`config.mk`:
```
export PLATFORM = sky130hd
export DESIGN_NAME = tdm_voice_scheduler
export DESIGN_NICKNAME = d
export VERILOG_FILES = /design/src/rtl/tdm_synth_pkg.sv /design/src/rtl/voice_param_bank.sv /design/src/rtl/tdm_voice_scheduler.sv
export SDC_FILE = /design/constraint.sdc
export NUM_CORES = 1
export LEC_CHECK = 0
export ABC_CLOCK_PERIOD_IN_PS = 21100
export BUFFER_PORTS_ARGS = -buffer_cell sky130_fd_sc_hd__buf_4
export CAP_MARGIN = 20
export CORE_MARGIN = 8
export CORE_UTILIZATION = 45
export CTS_CLUSTER_DIAMETER = 60
export DETAILED_ROUTE_END_ITERATION = 10
export PLACE_DENSITY_LB_ADDON = 0.2
export REMOVE_ABC_BUFFERS = 1
export SLEW_MARGIN = 40
export SYNTH_ARGS = -nofsm -noshare
export SYNTH_HDL_FRONTEND = slang
export SYNTH_SLANG_ARGS = --single-unit
```
`constraint.sdc`:
```
create_clock -name sys_clk -period 21.1 [get_ports sys_clk]
set_input_delay 4.22 -clock sys_clk [delete_from_list [all_inputs] [get_ports sys_clk]]
set_output_delay 4.22 -clock sys_clk [all_outputs]
set_load 0.05 [all_outputs]
```
`src/rtl/tdm_synth_pkg.sv`:
```
// Shared types and constants for the TDM wavetable synth: wave-select codes,
// scheduler FSM encoding and the table read path widths.
package tdm_synth_pkg;

    localparam int unsigned ADDR_W   = 8;
    localparam int unsigned SAMPLE_W = 16;

    localparam logic [1:0] WAVE_SIN = 2'd0;
    localparam logic [1:0] WAVE_TRI = 2'd1;
    localparam logic [1:0] WAVE_SQR = 2'd2;
    localparam logic [1:0] WAVE_SAW = 2'd3;

    typedef enum logic [2:0] {
        StIdle,
        StIssue,
        StWait,
        StAccum,
        StOut
    } sched_state_e;

endpackage

```
`src/rtl/voice_param_bank.sv`:
```
// Per-voice register file: config write port, slot read port, phase update port.
// Gain registers exist only when VOICE_GAIN_EN is defined.
module voice_param_bank
    import tdm_synth_pkg::*;
#(
    parameter int unsigned VOICES      = 8,
    parameter int unsigned VOICES_BITS = 3,
    parameter int unsigned PHASE_W     = 24
) (
    input  logic                   clk,
    input  logic                   rst,
    input  logic                   cfg_we,
    input  logic [VOICES_BITS-1:0] cfg_voice,
    input  logic [PHASE_W-1:0]     cfg_inc,
    input  logic [1:0]             cfg_wave,
    input  logic                   cfg_en,
    input  logic [7:0]             cfg_gain,
    input  logic [VOICES_BITS-1:0] slot,
    output logic [PHASE_W-1:0]     slot_phase,
    output logic [PHASE_W-1:0]     slot_inc,
    output logic [1:0]             slot_wave,
    output logic                   slot_en,
    output logic [7:0]             slot_gain,
    input  logic                   phase_we,
    input  logic [PHASE_W-1:0]     phase_new
);

    logic [PHASE_W-1:0] phase_q [VOICES];
    logic [PHASE_W-1:0] inc_q   [VOICES];
    logic [1:0]         wave_q  [VOICES];
    logic               en_q    [VOICES];

    always_ff @(posedge clk or posedge rst) begin
        if (rst) begin
            for (int v = 0; v < int'(VOICES); v++) begin
                inc_q[v]  <= '0;
                wave_q[v] <= WAVE_SIN;
                en_q[v]   <= 1'b0;
            end
        end else if (cfg_we) begin
            inc_q[cfg_voice]  <= cfg_inc;
            wave_q[cfg_voice] <= cfg_wave;
            en_q[cfg_voice]   <= cfg_en;
        end
    end

    // Phase is only ever written by the scheduler, so it never races a config write.
    always_ff @(posedge clk or posedge rst) begin
        if (rst) begin
            for (int v = 0; v < int'(VOICES); v++) begin
                phase_q[v] <= '0;
            end
        end else if (phase_we) begin
            phase_q[slot] <= phase_new;
        end
    end

    assign slot_phase = phase_q[slot];
    assign slot_inc   = inc_q[slot];
    assign slot_wave  = wave_q[slot];
    assign slot_en    = en_q[slot];

`ifdef VOICE_GAIN_EN
    logic [7:0] gain_q [VOICES];

    always_ff @(posedge clk or posedge rst) begin
        if (rst) begin
            for (int v = 0; v < int'(VOICES); v++) begin
                gain_q[v] <= '0;
            end
        end else if (cfg_we) begin
            gain_q[cfg_voice] <= cfg_gain;
        end
    end

    assign slot_gain = gain_q[slot];
`else
    logic unused_gain;
    assign unused_gain = ^cfg_gain;
    assign slot_gain   = '0;
`endif

endmodule

```
`src/rtl/tdm_voice_scheduler.sv`:
```
// Round-robin voice scheduler sharing one wavetable read path; one mixed sample per tick.
// Optional per-voice gain scaling is enabled by defining VOICE_GAIN_EN.
module tdm_voice_scheduler
    import tdm_synth_pkg::*;
#(
    parameter int unsigned D_W         = 16,
    parameter int unsigned VOICES      = 8,
    parameter int unsigned VOICES_BITS = 3,
    parameter int unsigned PHASE_W     = 24,
    parameter int unsigned RD_LAT      = 2
) (
    input  logic                   sys_clk,
    input  logic                   sys_rst,
    input  logic                   sample_tick,
    input  logic                   cfg_we,
    input  logic [VOICES_BITS-1:0] cfg_voice,
    input  logic [PHASE_W-1:0]     cfg_inc,
    input  logic [1:0]             cfg_wave,
    input  logic                   cfg_en,
    input  logic [7:0]             cfg_gain,
    output logic                   wt_req,
    output logic [ADDR_W-1:0]      wt_addr,
    output logic [1:0]             wt_wave_sel,
    input  logic [D_W-1:0]         wt_sample,
    output logic [D_W-1:0]         mix_out,
    output logic                   mix_valid,
    input  logic                   mix_ready,
    output logic                   busy,
    output logic                   overrun
);

    localparam int unsigned ACC_W = D_W + VOICES_BITS;
    localparam int unsigned CNT_W = (RD_LAT > 1) ? $clog2(RD_LAT) : 1;

    sched_state_e             state;
    logic [VOICES_BITS-1:0]   slot;
    logic [CNT_W-1:0]         wait_cnt;
    logic signed [ACC_W-1:0]  acc;
    logic signed [ACC_W-1:0]  contrib;
    logic                     tick_pend;
    logic                     tick_drop;

    logic [PHASE_W-1:0] slot_phase;
    logic [PHASE_W-1:0] slot_inc;
    logic [1:0]         slot_wave;
    logic               slot_en;
    logic [7:0]         slot_gain;
    logic               phase_we;
    logic [PHASE_W-1:0] phase_new;

    voice_param_bank #(
        .VOICES      (VOICES),
        .VOICES_BITS (VOICES_BITS),
        .PHASE_W     (PHASE_W)
    ) u_bank (
        .clk        (sys_clk),
        .rst        (sys_rst),
        .cfg_we     (cfg_we),
        .cfg_voice  (cfg_voice),
        .cfg_inc    (cfg_inc),
        .cfg_wave   (cfg_wave),
        .cfg_en     (cfg_en),
        .cfg_gain   (cfg_gain),
        .slot       (slot),
        .slot_phase (slot_phase),
        .slot_inc   (slot_inc),
        .slot_wave  (slot_wave),
        .slot_en    (slot_en),
        .slot_gain  (slot_gain),
        .phase_we   (phase_we),
        .phase_new  (phase_new)
    );

    assign phase_we  = (state == StAccum);
    assign phase_new = slot_en ? slot_phase + slot_inc : '0;

    // busy also covers the cycle between accepting a tick and entering the first slot.
    assign tick_drop = sample_tick && (busy || (mix_valid && !mix_ready));

`ifdef VOICE_GAIN_EN
    logic signed [D_W+8:0] prod;
    always_comb begin
        prod    = $signed(wt_sample) * $signed({1'b0, slot_gain});
        contrib = '0;
        if (slot_en) begin
            contrib = ACC_W'(prod >>> 8);
        end
    end
`else
    logic unused_slot_gain;
    assign unused_slot_gain = ^slot_gain;
    always_comb begin
        contrib = '0;
        if (slot_en) begin
            contrib = ACC_W'($signed(wt_sample));
        end
    end
`endif

    always_ff @(posedge sys_clk or posedge sys_rst) begin
        if (sys_rst) begin
            state       <= StIdle;
            slot        <= '0;
            wait_cnt    <= '0;
            acc         <= '0;
            tick_pend   <= 1'b0;
            wt_req      <= 1'b0;
            wt_addr     <= '0;
            wt_wave_sel <= '0;
            mix_out     <= '0;
            mix_valid   <= 1'b0;
            busy        <= 1'b0;
            overrun     <= 1'b0;
        end else begin
            wt_req <= 1'b0;
            if (tick_drop) begin
                overrun <= 1'b1;
            end
            case (state)
                StIdle: begin
                    if (mix_valid && mix_ready) begin
                        mix_valid <= 1'b0;
                    end
                    if (tick_pend) begin
                        tick_pend <= 1'b0;
                        slot      <= '0;
                        acc       <= '0;
                        state     <= StIssue;
                    end else if (sample_tick && !tick_drop) begin
                        tick_pend <= 1'b1;
                        busy      <= 1'b1;
                    end
                end
                StIssue: begin
                    if (slot_en) begin
                        wt_req      <= 1'b1;
                        wt_addr     <= slot_phase[PHASE_W-1 -: ADDR_W];
                        wt_wave_sel <= slot_wave;
                    end
                    wait_cnt <= CNT_W'(RD_LAT - 1);
                    state    <= StWait;
                end
                StWait: begin
                    if (wait_cnt == '0) begin
                        state <= StAccum;
                    end else begin
                        wait_cnt <= wait_cnt - 1'b1;
                    end
                end
                StAccum: begin
                    acc <= acc + contrib;
                    if (slot == VOICES_BITS'(VOICES - 1)) begin
                        state <= StOut;
                    end else begin
                        slot  <= slot + 1'b1;
                        state <= StIssue;
                    end
                end
                StOut: begin
                    mix_out   <= acc[ACC_W-1:VOICES_BITS];
                    mix_valid <= 1'b1;
                    busy      <= 1'b0;
                    state     <= StIdle;
                end
                default: state <= StIdle;
            endcase
        end
    end

endmodule

```
======== Word-level counts from Yosys, hierarchy flattened ========
Index checks and enable logic that the tools add are counted.
cells by class
  $lt $le $gt $ge ......................... 4
  reduce and logical (&&, ||, !) cells .... 19
  equal/unequal tests ..................... 11
  bitwise logic cells ..................... 2
  add/subtract/negate cells ............... 4
  muxes and demuxes ....................... 46
operators with widths
  kind                                                                  count
  192-bit bitwise mux                                                   2
  24-bit two-way mux                                                    7
  24-bit binary-select mux with 3-bit select                            2
  24-bit demux with 3-bit select                                        2
  19-bit two-way mux                                                    2
  19-bit case mux with 2 select lines                                   1
  24-bit adder                                                          1
  19-bit adder                                                          1
  16-bit bitwise mux                                                    1
  3-bit two-way mux                                                     5
  2-bit inequality test, second input constant                          6
  3-bit case mux with 4 select lines                                    1
  1-bit two-way mux                                                     11
  8-bit bitwise mux                                                     1
  4-bit greater-or-equal comparator, second input constant              2
  4-bit by 1-bit < comparator with 1-bit output, second input constant  2
  3-bit NOT with 4-bit output                                           2
  2-bit AND reduction                                                   4
  2-bit binary-select mux with 3-bit select                             1
  2-bit demux with 3-bit select                                         1
  3-bit by 2-bit == test with 1-bit output, second input constant       2
  3-bit == test, second input constant                                  2
  1-bit logical AND                                                     6
  2-bit two-way mux                                                     3
  other kinds (12)                                                      18
storage, ports and cells
  register bits ........................... 465
  word-level logic and storage cells ...... 130
  bits of input ports ..................... 59

======== Longest topological paths before layout ========
Gate-level depths: netlist of run 1.
  depth in word-level cells ............... 9
  mapped depth ............................ 17
  mapped depth without buffers ............ 13

======== By module ========
From an unflattened synthesis of run 1, not the netlist that was laid out.
second synthesis, totals
  cells, all modules ...................... 1556
  area total of the unflattened synthesis .. 23078.4 µm²
modules (own cells, without submodules)
  module               instances  cells an instance  sequential area each (µm²)  area each (µm²)
  voice_param_bank     1          1068               10209.8                     18446.4
  tdm_voice_scheduler  1          488                1426.4                      4631.9

======== Least setup slack after synthesis of run 1 ========
OpenSTA, ideal clock, no wires.
  kind .................................... input -> register
  start point ............................. input wt_sample[0]
  end point ............................... register acc[18]
  buffers on the path ..................... 0
  setup time .............................. 0.082 ns
  required time ........................... 21.018 ns
  arrival ................................. 6.194 ns
  setup slack ............................. 14.824 ns
  cell stages on the path ................. 11
  path through ............................ and2_1 > ha_1 > fa_1 > a21oi_1 > o22ai_1 > o2111ai_1 > nand3_1 > a311oi_1 > xor2_1 > a21oi_1 > o22ai_1
between the ends
  word-level cells in the longest chain between the ends .. 3
RTL lines
  element                              RTL line                    RTL
  from (decl)                          tdm_voice_scheduler.sv:24   input logic [D_W-1:0] wt_sample,
  19-bit two-way mux                   tdm_voice_scheduler.sv:94   if (slot_en) begin
  19-bit adder                         tdm_voice_scheduler.sv:151  acc <= acc + contrib;
  19-bit case mux with 2 select lines  tdm_voice_scheduler.sv:119  case (state)
  to (signal assigned)                 tdm_voice_scheduler.sv:151
  to (decl)                            tdm_voice_scheduler.sv:38   logic signed [ACC_W-1:0] acc;
No other way between the ends.
A chain may end at the register's enable or synchronous reset.

======== Worst setup path in the final report of run 1 ========
Ends and elaborated chain as after synthesis.

==> results of run 1 <==
through the flow:
step                instances  power [W]  util, %  hold slack [ps]
finish                   2474    0.00388     51.5              470
global route             2474    0.00415     51.5              493
CTS                      2473    0.00391     51.4              473
detailed placement       2387    0.00306     48.2              457
global placement         2387    0.00301     48.2              454
floorplan                1617    0.00262        -              443
cells by family (layout without fill, tap and decap cells):
family          Yosys count  count (layout)  share of synthesized area [%]
compound gates          314             314                           9.62
xor+xnor                 34              34                           1.43
fa+ha+maj                45              45                           2.58
buf+inv                 126             206                           2.25
flops                   465             465                           52.0
mux                     436             436                           25.9
simple gates            310             310                           6.22
path summary, 6_finish.rpt:
kind	depth (start not counted)	slack, ps	from	end
max	12	14890	wt_sample[0]	acc[18]
max reg2reg	13	15930	slot[0]	u_bank.phase_q[22]
min in group asynchronous	2	3690	sys_rst	u_bank.inc_q[25]
min	2	470	u_bank.phase_q[9]	u_bank.phase_q[9]
max in group asynchronous	4	15670	sys_rst	u_bank.inc_q[71]
min reg2reg	2	470	u_bank.phase_q[9]	u_bank.phase_q[9]
power by group:
part           total, W  leakage, nW  internal (W)  switching, W
Combinational   0.00175         4.51      0.000732       0.00101
Clock          0.000833        0.760      0.000484      0.000349
Sequential      0.00130         5.94       0.00115      0.000160
tightest hold or removal path, stage by stage (launching register included):
cell and delay [ps]:
dfrtp_1 330, nand2_1 50, o31ai_1 50
layer usage:
layer / track usage [%] / wire (um) / vias up
li1: - / - / 6481
met4: 5.22 / 1120 / 0
met1: 24.8 / 23300 / 7308
met2: 30.2 / 24400 / 227
met5: 0 / 0 / -
met3: 2.84 / 2100 / 86
sequential cells by signal, summed over array words and instances (netlist names), 2 cells and up:
signal	flops
u_bank.inc_q	192
acc	19
mix_out	16
wt_wave_sel	2
u_bank.wave_q	16
slot	3
state	3
u_bank.en_q	8
u_bank.phase_q	192
wt_addr	8
synthesized netlist by cell type (5+ instances only):
cell type  count  area [um2]
mux4_2        82        1850
buf_2         23         115
o22ai_1       12        75.1
a21o_1        15         113
inv_1         13        48.8
a21oi_1       33         165
buf_1         10        37.5
o21ai_0       99         495
ha_1          43         538
o21bai_1       5        37.5
a211o_1        5        43.8
mux2_2       329        3700
nand3_1       16        80.1
a221o_1       10         100
mux2i_1       24         240
nand2b_1       9        56.3
clkbuf_1      79         297
nor3_1        15        75.1
a22o_1        46         403
xor2_1        16         140
dfrtp_1      465       11600
o31ai_1       48         360
a31oi_1        8        50.1
nand2_1      178         668
xnor2_1       15         131
a211oi_1       5        37.5
nor2_1        39         146
and2_1        21         131
area by class of cell:
cell class,instances,area (um2)
fillers,4301,23800
multi-input cells,1139,10300
clock buffers,74,1440
flip-flops and latches,465,11600
repair buffers,107,841
well taps,664,831
clock inverters,12,106
inverters,13,61.3
cells in the final DEF (no fill, tap or decap), drive strengths merged, types with 12 or more instances in the layout:
cell | synthesis | routed
nand2 | 178 | 178
o21ai | 101 | 101
and2 | 21 | 21
o31ai | 49 | 49
nor3 | 18 | 18
mux2 | 329 | 329
xnor2 | 16 | 16
inv | 13 | 13
mux4 | 82 | 82
clkbuf | 80 | 75
o22ai | 12 | 12
mux2i | 25 | 25
ha | 43 | 43
a22o | 46 | 46
nand3 | 16 | 16
a21o | 15 | 15
xor2 | 18 | 18
buf | 33 | 106
a21oi | 34 | 34
dfrtp | 465 | 465
nor2 | 39 | 39
==> results.md, run 1 <==
- Status: finished, final reports clean
- Placer congestion estimate: 0.855
- Setup slack of the critical path after layout: 14890 ps
- Critical-path maximum fanout: 2
- Setup repair bufs after CTS: 0
- Slowest cell on the critical path: fa_1
- Clock-pin slew reported for the worst setup and hold paths after clock tree synthesis: 50 ps
- Via count of the first global-routing pass: 15100
- Cell variety after synth: 66
- Initial standard-cell utilization of the core: 45.6%
- Clock root buffer: clkbuf_16
- Crit start category: primary input
- Synth async-reset ratio: 100%
- Final non-filler cell area: between 0.02 and 0.03 mm2
- Number of buffers created by CTS: between 50 and 60
- Number of enable flip-flop cells after synthesis: 0
- Final Hold Viols: 0
- Top flip-flop cell by instance count after synthesis: dfrtp_1
- Overall Global Routing Usage: a little under a fifth
- Highest ir drop seen on vdd: around 77 uV
- Slew at the pin with the worst max-slew slack: 835 ps
- Leak pwr: 11.2 nW
- Sequential-to-total area share from yosys stat: 52.0%
- Fmax: 161 MHz
- List of cells traversed by the critical path: buf_4 -> and2_1 -> ha_1 -> fa_1 -> a21oi_1 -> o22ai_1 -> o2111ai_1 -> nand3_1 -> a311oi_1 -> xor2_1 -> a21oi_1 -> o22ai_1
- Final period utilization: 29.4%
- Max-capacitance violation count: 0
- Total gr overflow: 0
- Post-placement setup slack: 14330 ps
- Normalized max-slew margin: 43.9%
- Vias after detailed routing: 14100
- Count of standard-cell rows: 81
- Pwr per Cell Area: about 150 mW/mm2
- Critical setup path kind: primary input to flop
- Routed wire length: 51000 um
- Clock Skew: 22.9 ps
- Largest net degree at the start of global routing: 108
- Layout cell share with drive strength beyond 1: between 30% and 40%
- Critical Path AT: 6700 ps
- Die height: 239 um
- Insertion delay to the later sink of the worst-skew pair: 590 ps
- Flops & latches, synth: 465
- RSZ-0062 raised after global routing: false
- Post-Synthesis Mean Instance Area: 12.9 um2
- Total negative slack for setup checks: 0 ps
- Buffers and inverters on the worst path: 1
- Wire length of the first global-routing pass: 83600 um
- Crit. End Element: flop
- Vias per cell: approximately 5.7
- Crit path required time: 21590 ps
- N_diodes: 0
- Buffers from clock root to sink, at most: 3
- Netlist area before placement: 0.0224 mm2
- Routed length per instance: roughly 20 um
- Number of sinks driven by the clock tree: 465
- Setup-failing EPs final: 0
- Cell area after placement: 0.0237 mm2
- Area enclosed by the die boundary: 0.0572 mm2
- DRT iter0 DRCs: around 770
- Area Overhead vs Synth: 12.8%
- Port buffer count: 80
- Shortest period the worst path allows: slightly above 6000 ps
- Sum of net half-perimeters after detailed placement: roughly 31000 um
- Core box area: 0.0491 mm2
- CTS H-tree lvls: 2
- Remaining antenna violation count after routing: 0
- # nets final: 1881
- CTS resizes: 0
- Count of hold-fix buffers inserted at cts: 0
- Category of cells accounting for the largest share of critical-path delay: compound AO/OA/AOI/OAI gates
- Number of I/O pins: between 80 and 90
- Number of max-slew violations in the final report: 0
- DRC Markers: 0
- Die width: 239 um
- Hold WC Path Type: flop to flop
- Initial antenna violation count: 1
- Maximum single-stage delay on the critical path: ~410 ps
- Syn Inst Count: 1730
- First-pass iteration count of the detailed router: 4
- Clock tree from TritonCTS: built
- Number of warnings printed during yosys synthesis: 0
Note: power is estimated with default switching activity, not from simulation.
==> inputs of run 2 (changes only) <==
--- a/config.mk
+++ b/config.mk
@@ -5,7 +5,7 @@
 export SDC_FILE = /design/constraint.sdc
 export NUM_CORES = 1
 export LEC_CHECK = 0
-export ABC_CLOCK_PERIOD_IN_PS = 21100
+export ABC_CLOCK_PERIOD_IN_PS = 5300
 export BUFFER_PORTS_ARGS = -buffer_cell sky130_fd_sc_hd__buf_4
 export CAP_MARGIN = 20
 export CORE_MARGIN = 8
==> constraint.sdc (replaced) <==
create_clock -name sys_clk -period 5.3 [get_ports sys_clk]
set_input_delay 1.06 -clock sys_clk [delete_from_list [all_inputs] [get_ports sys_clk]]
set_output_delay 1.06 -clock sys_clk [all_outputs]
set_load 0.05 [all_outputs]
==> run 2 against run 1 <==
Against the previous run: core utilization grew 0.75 points; first-iteration DRC count is 5.5% higher; global-route usage about the same; register-to-register slack worse by 15000 ps; non-clock buffer count is 14 higher; sequential cell count unchanged; design area is 1.5% higher; die area did not move; via count increased by 1.0%; wire length rose by 0.86%; highest routed layer unchanged.
==> results.md, run 2 (synthesis results as in run 1) <==
- Status: finished, final reports clean
- Largest net degree at the start of global routing: 118
- Remaining antenna violation count after routing: 0
- Pwr Total: 0.0160 W
- Routed wire length: 51400 um
- Final period utilization: 87.1%
- Fmax: 217 MHz
- Placer congestion estimate: about 0.82
- Core box area: between 0.04 and 0.05 mm2
- Clock tree from TritonCTS: built
- Number of max-slew violations in the final report: 0
- Max-capacitance violation count: 0
- Initial antenna violation count: 1
- Number of sinks driven by the clock tree: approximately 470
- Setup slack of the critical path after layout: 684 ps
- Area enclosed by the die boundary: 0.0572 mm2
- Insertion delay to the later sink of the worst-skew pair: 610 ps
- Count of hold-fix buffers inserted at cts: 0
- Total gr overflow: 0
- Total negative slack for setup checks: 0 ps
- Leading cell type in the layout, fill and taps excluded: dfrtp_1
- Clock-pin slew reported for the worst setup and hold paths after clock tree synthesis: 60 ps
- CTS H-tree lvls: 2
- Number of I/O pins: 89
- Die width: 239 um
- Final Hold Viols: 0
- Vias per cell: around 5.7
- Highest ir drop seen on vdd: 287 uV
- Routed length per instance: 20.6 um
- Buffers from clock root to sink, at most: 3
- Die height: approximately 240 um
- Count of cells along the worst register-to-register path: 12
- Count of standard-cell rows: a little over 80
- Overall Global Routing Usage: between 10% and 20%
- Crit path required time: 5830 ps
- Critical Path AT: 5150 ps
- Leak pwr: about 11 nW
- Area Overhead vs Synth: 14.4%
- Setup-failing EPs final: 0
- First-pass iteration count of the detailed router: 5
- DRC Markers: 0
- Normalized max-slew margin: a little under half
- Crit. End Element: flop
- Critical setup path kind: flop to flop
- Top library cells by usage in the layout, fill and taps aside: dfrtp_1 (462), mux2_2 (329), nand2_1 (178)
- Hold WC Path Type: primary input to asynchronous set/reset pin
- Biggest registers after layout: u_bank.inc_q x192, u_bank.phase_q x192, acc x19
- Clock root buffer: clkbuf_16
- Number of buffers created by CTS: 52
- Post-placement setup slack: between 600 and 700 ps
- Sum of net half-perimeters after detailed placement: 32500 um
- Port buffer count: 80
- Pwr per Cell Area: between 600 and 700 mW/mm2
- RSZ-0062 raised after global routing: false
- Setup repair bufs after CTS: 0
- # nets final: 1896
- Clock Skew: 26.7 ps
- Slew at the pin with the worst max-slew slack: 805 ps
- Wire length of the first global-routing pass: 83600 um
- Crit start category: flop
- Shortest period the worst path allows: 4620 ps
- Layout cell share with drive strength beyond 1: 35.4%
- Vias after detailed routing: 14200
- Via count of the first global-routing pass: 14700
- CTS resizes: 0
- Critical-path maximum fanout: 31
- Initial standard-cell utilization of the core: a little under half
- DRT iter0 DRCs: 808
## run 2: cell types whose count changed in the layout (fill, tap and decap cells not counted), moves of 2 or more
cell,previous run,this run
buf_4,100,114
clkbuf_8,7,14
clkbuf_1,16,11
buf_12,1,5
buf_6,5,1
bufinv_16,1,4
clkinv_2,7,5
clkinv_8,2,0
inv_16,0,2
inv_6,1,3
## run 2: routing by layer
| layer | track usage [%] | up-vias | part of all wire [%] |
|---|---|---|---|
| met5 | 0 | - | 0 |
| met4 | 3.94 | 0 | 1.6 |
| met3 | 3.68 | 72 | 4.8 |
| met2 | 29.5 | 253 | 47 |
| met1 | 25.4 | 7383 | 46 |
| li1 | - | 6540 | - |
## run 2: path summary, 6_finish.rpt
kind                                    start                  end  slack [ps]
hold / removal                        sys_rst     u_bank.inc_q[56]         450
setup / recovery                      slot[0]  u_bank.phase_q[190]         680
hold reg to reg            u_bank.phase_q[10]   u_bank.phase_q[10]         470
max in group asynchronous             sys_rst  u_bank.phase_q[118]        3730
min in group sys_clk       u_bank.phase_q[10]   u_bank.phase_q[10]         470
setup reg to reg                      slot[0]  u_bank.phase_q[190]         680
## run 2: report_power, final
group | switching [W] | leakage, nW | internal, W
Combinational | 0.00406 | 4.58 | 0.00301
Sequential | 0.000675 | 5.94 | 0.00456
Clock | 0.00148 | 0.876 | 0.00224
## run 2: cell type report
cell class	instances	area [um2]
Tap cell	664	831
Clock inverter	16	226
Inverter	13	56.3
Fill cell	4233	23400
Sequential cell	465	11600
Antenna cell	1	2.50
Clock buffer	78	1560
Timing Repair Buffer	121	995
Multi-Input combinational cell	1139	10300
## run 2: worst max-delay path, stage by stage, from the launching register on
cell,delay [ps]
dfrtp_4,840
mux4_2,590
mux2_2,290
ha_1,250
fa_1,440
a211oi_2,290
o21ai_1,170
a21oi_2,300
a2111oi_2,130
o32ai_2,460
o21ai_2,140
xor2_2,410
a22o_1,210
## run 2: stage by stage
| stage | hold WS, ps | std cells | util (%) | area, um2 |
|---|---|---|---|---|
| floorplan | 443 | 1617 | - | 21900 |
| global placement | 453 | 2399 | 48.5 | 23800 |
| detailed placement | 461 | 2402 | 48.6 | 23800 |
| CTS | 434 | 2496 | 52.2 | 25600 |
| global route | 451 | 2496 | 52.2 | 25600 |
| finish | 452 | 2497 | 52.2 | 25600 |
